--- src/rtl/mcu0_loader.sv ---
// Boot loader: length-prefixed byte stream -> big-endian 16-bit words written to the mcu0 memory, then CPU release.
// Optional trailing 8-bit checksum check is built when LOADER_CHECKSUM_EN is defined.

// state    | meaning
// S_LEN_HI | waiting for word-count high nibble byte
// S_LEN_LO | waiting for word-count low byte
// S_DAT_HI | waiting for high byte of next word
// S_DAT_LO | waiting for low byte of next word
// S_WRITE  | one-cycle memory write strobe, input stalled
// S_CHK    | waiting for checksum byte (checksum builds only)
// S_DONE   | load complete, CPU running
// S_ERR    | checksum mismatch, CPU held (checksum builds only)
module mcu0_loader #(
  parameter int AW = 12
) (
  input  logic          clock,
  input  logic          reset,
  input  logic          in_valid,
  input  logic [7:0]    in_data,
  output logic          in_ready,
  output logic          mem_w,
  output logic [AW-1:0] mem_wi,
  output logic [15:0]   mem_wd,
  output logic          cpu_run,
  output logic          err
);

  typedef enum logic [2:0] {
    S_LEN_HI,
    S_LEN_LO,
    S_DAT_HI,
    S_DAT_LO,
    S_WRITE,
    S_DONE
`ifdef LOADER_CHECKSUM_EN
    , S_CHK
    , S_ERR
`endif
  } state_t;

  // where the stream goes once all words are written
`ifdef LOADER_CHECKSUM_EN
  localparam state_t S_FINAL = S_CHK;
`else
  localparam state_t S_FINAL = S_DONE;
`endif

  state_t      state;
  state_t      state_nxt;
  logic [3:0]  len_hi;
  logic [11:0] count;
  logic        xfer;

`ifdef LOADER_CHECKSUM_EN
  logic [7:0]  sum;
`endif

  assign xfer = in_valid & in_ready;

  function automatic logic ready_of(input state_t s);
    logic r;
    r = 1'b0;
    case (s)
      S_LEN_HI, S_LEN_LO, S_DAT_HI, S_DAT_LO: r = 1'b1;
`ifdef LOADER_CHECKSUM_EN
      S_CHK:                                  r = 1'b1;
`endif
      default:                                r = 1'b0;
    endcase
    return r;
  endfunction

  always_comb begin
    state_nxt = state;
    case (state)
      S_LEN_HI: if (xfer) state_nxt = S_LEN_LO;
      S_LEN_LO: if (xfer) state_nxt = ({len_hi, in_data} == 12'd0) ? S_FINAL : S_DAT_HI;
      S_DAT_HI: if (xfer) state_nxt = S_DAT_LO;
      S_DAT_LO: if (xfer) state_nxt = S_WRITE;
      S_WRITE:  state_nxt = (count == 12'd1) ? S_FINAL : S_DAT_HI;
`ifdef LOADER_CHECKSUM_EN
      S_CHK:    if (xfer) state_nxt = (in_data == sum) ? S_DONE : S_ERR;
`endif
      default:  state_nxt = state;
    endcase
  end

  // outputs are registered from the next state so they line up with the state register
  always_ff @(posedge clock or posedge reset) begin
    if (reset) begin
      state    <= S_LEN_HI;
      in_ready <= 1'b1;
      mem_w    <= 1'b0;
      cpu_run  <= 1'b0;
      mem_wi   <= '0;
      mem_wd   <= 16'd0;
      len_hi   <= 4'd0;
      count    <= 12'd0;
    end else begin
      state    <= state_nxt;
      in_ready <= ready_of(state_nxt);
      mem_w    <= (state_nxt == S_WRITE);
      cpu_run  <= (state_nxt == S_DONE);
      case (state)
        S_LEN_HI: if (xfer) len_hi <= in_data[3:0];
        S_LEN_LO: if (xfer) count <= {len_hi, in_data};
        S_DAT_HI: if (xfer) mem_wd[15:8] <= in_data;
        S_DAT_LO: if (xfer) mem_wd[7:0] <= in_data;
        S_WRITE: begin
          mem_wi <= mem_wi + AW'(2);
          count  <= count - 12'd1;
        end
        default: ;
      endcase
    end
  end

`ifdef LOADER_CHECKSUM_EN
  always_ff @(posedge clock or posedge reset) begin
    if (reset) begin
      sum <= 8'd0;
      err <= 1'b0;
    end else begin
      err <= (state_nxt == S_ERR);
      if (xfer && state != S_CHK) sum <= sum + in_data;
    end
  end
`else
  assign err = 1'b0;
`endif

endmodule

--- config.mk ---
export PLATFORM = sky130hd
export DESIGN_NAME = mcu0_loader
export DESIGN_NICKNAME = d
export VERILOG_FILES = /design/src/rtl/mcu0_loader.sv
export SDC_FILE = /design/constraint.sdc
export NUM_CORES = 1
export LEC_CHECK = 0
export ABC_AREA = 1
export BUFFER_PORTS_ARGS = -buffer_cell sky130_fd_sc_hd__buf_2
export CAP_MARGIN = 20
export CORE_MARGIN = 1
export CORE_UTILIZATION = 25
export CTS_CLUSTER_SIZE = 40
export DETAILED_ROUTE_END_ITERATION = 10
export GPL_ROUTABILITY_DRIVEN = 0
export PLACE_DENSITY = 0.41
export RECOVER_POWER = 25
export SKIP_CTS_REPAIR_TIMING = 1
export SLEW_MARGIN = 40
export SYNTH_ARGS = -nofsm -noshare
export SYNTH_HDL_FRONTEND = slang
export SYNTH_SLANG_ARGS = --single-unit
export TNS_END_PERCENT = 50
--- constraint.sdc ---
create_clock -name clock -period 3 [get_ports clock]
set_input_delay 0.3 -clock clock [delete_from_list [all_inputs] [get_ports clock]]
set_output_delay 0.3 -clock clock [all_outputs]
set_load 0.05 [all_outputs]
After elaboration in Yosys (flattened, before gate mapping) --
Cells that the tools add are included.
Cells by class: bitwise gates (word level) 1, reductions and logical operators 9, add/subtract/negate cells 2, equality and inequality tests 11, multiplexer cells 10
Operators with widths (count):
- case mux 12 bit (2 select lines) | 1
- 2-to-1 mux 3 bit | 6
- case mux 3 bit (5 select lines) | 1
- adder 12 x 2 -> 12 bit, second input constant | 1
- == test 12 x 1 -> 1 bit, second input constant | 1
- == test 3 x 2 -> 1 bit, second input constant | 4
- logical NOT 12 bit | 1
- 2-to-1 mux 12 bit | 1
- subtractor 12 x 1 -> 12 bit, second input constant | 1
- == test 3 bit, second input constant | 3
- AND reduction 2 bit | 4
- == test 3 x 1 -> 1 bit, second input constant | 2
- logical NOT 3 bit | 2
- OR reduction 4 bit | 1
- inequality test 2 bit, second input constant | 1
- nonzero test 2 bit | 1
- bitwise AND 1 bit | 1
- 2-to-1 mux 1 bit | 1
Storage, ports and cells: output and inout port bits 32, word-level logic and storage cells 42, register bits 50

Longest topological paths before layout --
word-level depth 7, mapped depth 12, mapped depth without buffers 12

Least setup slack after synthesis --
OpenSTA, ideal clock, no wires.
path type reg2reg, from reg mem_wi[1], to reg mem_wi[11], period minus slack after synthesis 1.588 ns, data required time 2.877 ns, arrival time 1.465 ns, slack 1.412 ns, cell stages (with the launch flop) 6, cell sequence dfrtp_1 ha_1 inv_1 nor4_4 nand3_1 xor2_1
On the way: longest elaborated chain between the ends 1
Ends and longest elaborated chain:
- start: declaration | line 22 | output logic [AW-1:0] mem_wi,
- start signal: assignment | line 110 | mem_wi <= mem_wi + AW'(2);
- adder 12 x 2 -> 12 bit | line 110
No other way between the ends. A chain may end at the register's enable or synchronous reset.

Worst setup path after layout --
from reg state[0], to reg count[7]
On the way: longest elaborated chain between the ends 3, elaborated cells on any way between the ends 6
Ends and longest elaborated chain:
- start: declaration | line 48 | state_t state;
- start signal: assignment | line 100 | state <= state_nxt;
- == test 3 x 1 -> 1 bit / == test 3 bit (equally long branches) | line 104 | case (state)
- inequality test 2 bit (no line) / nonzero test 2 bit (equally long branches)
- AND reduction 2 bit (no line)
- end signal: assignment | line 106 | S_LEN_LO: if (xfer) count <= {len_hi, in_data};
- end signal: assignment | line 111 | count <= count - 12'd1;
- end: declaration | line 51 | logic [11:0] count;
Parallel ways exist; a longest one is shown, timed or not.

==> results.cfg <==
[status]
status = complete, no violations

[place]
pre_cts_ws_ns = 1.435
port_buffers = 40
dpl-instance-area_sq_mm = 0.002907
dp_hpwl_um = 4697

[layout]
diodes = 0
area_growth_pct = 17.80
final_design_area_no_fill_sq_mm = 0.003022
finalNetCount = 375
drive_gt1_share_pct = 21.55

[timing]
hold_violations = 0
worst_pin_slew_ns = 1.224
period_minus_slack_ns = 1.555
fmax_ghz = 0.6431
setup_violations = 0
rsz0062_at_grt = false
fin_setup_tns_ns = 0
clock_skew_ns = 0.01390
final_max_slew_viol_count = 0
setup_slack_ns = 1.445
max-slew-margin-rel_pct = 18.32
fin_crit_sh_pct = 51.84

[worst_setup_path]
path_delay_family = simple AND/OR/NAND/NOR gates
rr_worst_depth = 8
cp_max_fo = 17
crit_chain = nor2_2, nand2_4, clkinv_4, nand2_2, nor2_4, nand2_1, nand3_1, o211ai_1
worstPathRequired_ns = 3.20
slowest_delay_ns = 0.45
crit_path_end_kind = flop
cp-start-kind = flop
r2r_start = state[0]
critPathKind = flop to flop
path_buf_inv = 1
regToRegEndpoint = count[7]
cp_slowest_cell = dfrtp_1
cp_data_arrival_time_ns = 1.76
r2r_setup_slack_ns = 1.44

[die]
die_x_um = 103.3
core-area_sq_mm = 0.009864
io_pins = 43
placementRows = 36
die_height_um = 103.3
dieArea_sq_mm = 0.01067
start_util_pct = 26.00

[worst_hold_path]
hp-class = primary input to flop
min_from = in_data[7]
min_path_cells = 3
min_delay_worst_endpoint = count[7]

[cts]
path_clk_slew_ns = 0.11
ctsRootBufferMaster = clkbuf_8
cts_tree = done
cts_sinks = 49
clkLatencyLatePin_ns = 0.31
clk_path_buf_depth = 2
cts_buffers = 5
cts_htree_levels = 2

[global_routing]
gr-total-overflow = 0
track_usage_pct = 12.69
grt_pass1_wl_um = 10230
grt_pass1_vias = 2050
antenna_found_initial = 0
grt_max_degree = 31

[logic_synthesis]
syn_inst = 317
ys_types = 35
synth-seq-area-share_pct = 47.85
synthArstFlopShare_pct = 100.0
yosys.area.top_type = dfrtp_1
synth_most_common_cell = nand2_1
yosysWarnings = 0
synthTopCellsByCount = nand2_1, dfrtp_1, inv_1
netlist_top_cells_area = dfrtp_1, nand2_1, inv_1
synth_edf_count = 0
ys_ff_latch = 49
yosysTopAreaCellShare_pct = 46.83
synth.avg_cell_area_sq_um = 8.091
ys.flop_type = dfrtp_1
syn-cell-area_sq_mm = 0.002565

[detailed_routing]
antenna_left = 0
viasPerCell = 4.216
drc = 0
drtIter0Drc = 66
first_pass_iters = 4
num_vias = 2087
wl_um = 6038
wire_per_inst_um = 12.20

[pwr]
powerDensity_mw_per_mm2 = 1040
power_leakage_uw = 0.001560
vdd_drop_max_v = 0.0003773

[flow_run]
drv_cap = 0
==> worst max-delay path by stage <==
stage	startpoint	to	cells past startpoint
2_1_floorplan	mem_wi[1]	mem_wi[11]	5
3_3_place_gp	state[0]	count[7]	8
3_5_place_dp	state[0]	count[7]	8
4_1_cts	state[0]	count[7]	8
5_1_grt	state[0]	mem_wd[8]	6
6_report	state[0]	count[7]	8
==> state kept, by name, summed over array words and instances, names as in the netlist <==
name and flops:
mem_wi 11, len_hi 4, cpu_run 1, state 3, count 12, in_ready 1
mem_w 1, mem_wd 16
==> tightest hold or removal path, delay by kind of cell <==
kind / cells / cell delay [ns]
compound gates: 1 / 0.08
simple gates: 1 / 0.05
buf+inv: 1 / 0.09
==> layout make-up <==
class | instances | area, sq um
clock buffer | 5 | 68.82
timing repair buffer | 42 | 211.5
sequential | 49 | 1227
multi-input combinational | 215 | 1112
tap | 133 | 166.4
inverter | 48 | 185.2
fill | 1097 | 6843
clock inverter | 3 | 50.05
==> stage by stage <==
stage	utilization [%]	total power, uW	hold slack, ns	cells
2_1_floorplan	-	2323	0.4478	318
3_3_place_gp	29.46	2666	0.4440	487
3_5_place_dp	29.46	2673	0.4534	487
4_1_cts	30.67	3192	0.1088	495
5_1_grt	30.63	3417	0.2368	495
6_report	30.63	3141	0.2390	495
==> routing by layer <==
metal / wire length, um / vias up / part of all wire (%) / global-route usage, %
li1: - / 1076 / - / -
met1: 2981 / 975 / 49 / 17.58
met5: 0 / - / 0 / 0
met4: 80 / 0 / 1.3 / 4.009
met2: 2821 / 29 / 47 / 20.10
met3: 155 / 7 / 2.6 / 2.285
==> power breakdown <==
part           internal [uW]  leakage, uW  total, uW  switching, uW
combinational            407     0.000879       1510           1110
sequential               919     0.000620       1120            204
clock                    256    0.0000603        507            251
total                   1580      0.00156       3140           1560
==> kinds of logic (layout without fill, tap and decap cells) <==
| group | after synthesis | count (layout) | synth area share (%) |
|---|---|---|---|
| AOI/OAI and AO/OA | 39 | 39 | 9.707 |
| xor gates and xnor gates | 10 | 10 | 3.415 |
| adders and majority gates | 3 | 3 | 1.464 |
| buffers and inverters | 54 | 98 | 8.926 |
| DFF | 49 | 49 | 47.85 |
| other | 1 | 2 | 0.1462 |
| and+or+nand+nor | 161 | 161 | 28.49 |
==> cells in the final DEF, fill, tap and decap left out, types with 2 or more instances in the layout <==
cell type and n:
nor2_4 3, nor2_2 2, xor2_1 8, dfrtp_1 48, o21ai_1 7, clkinv_4 2, conb_1 2, nand3_1 14
o21ai_2 8, nor2_1 37, xnor2_1 2, nand3_2 4, inv_1 43, a21oi_1 3, buf_2 40, inv_2 4
nand2_1 91, ha_1 3, o21ai_0 14, nor3_1 3, o211ai_1 3, clkbuf_8 5
Power figures use the tool's default switching activity.
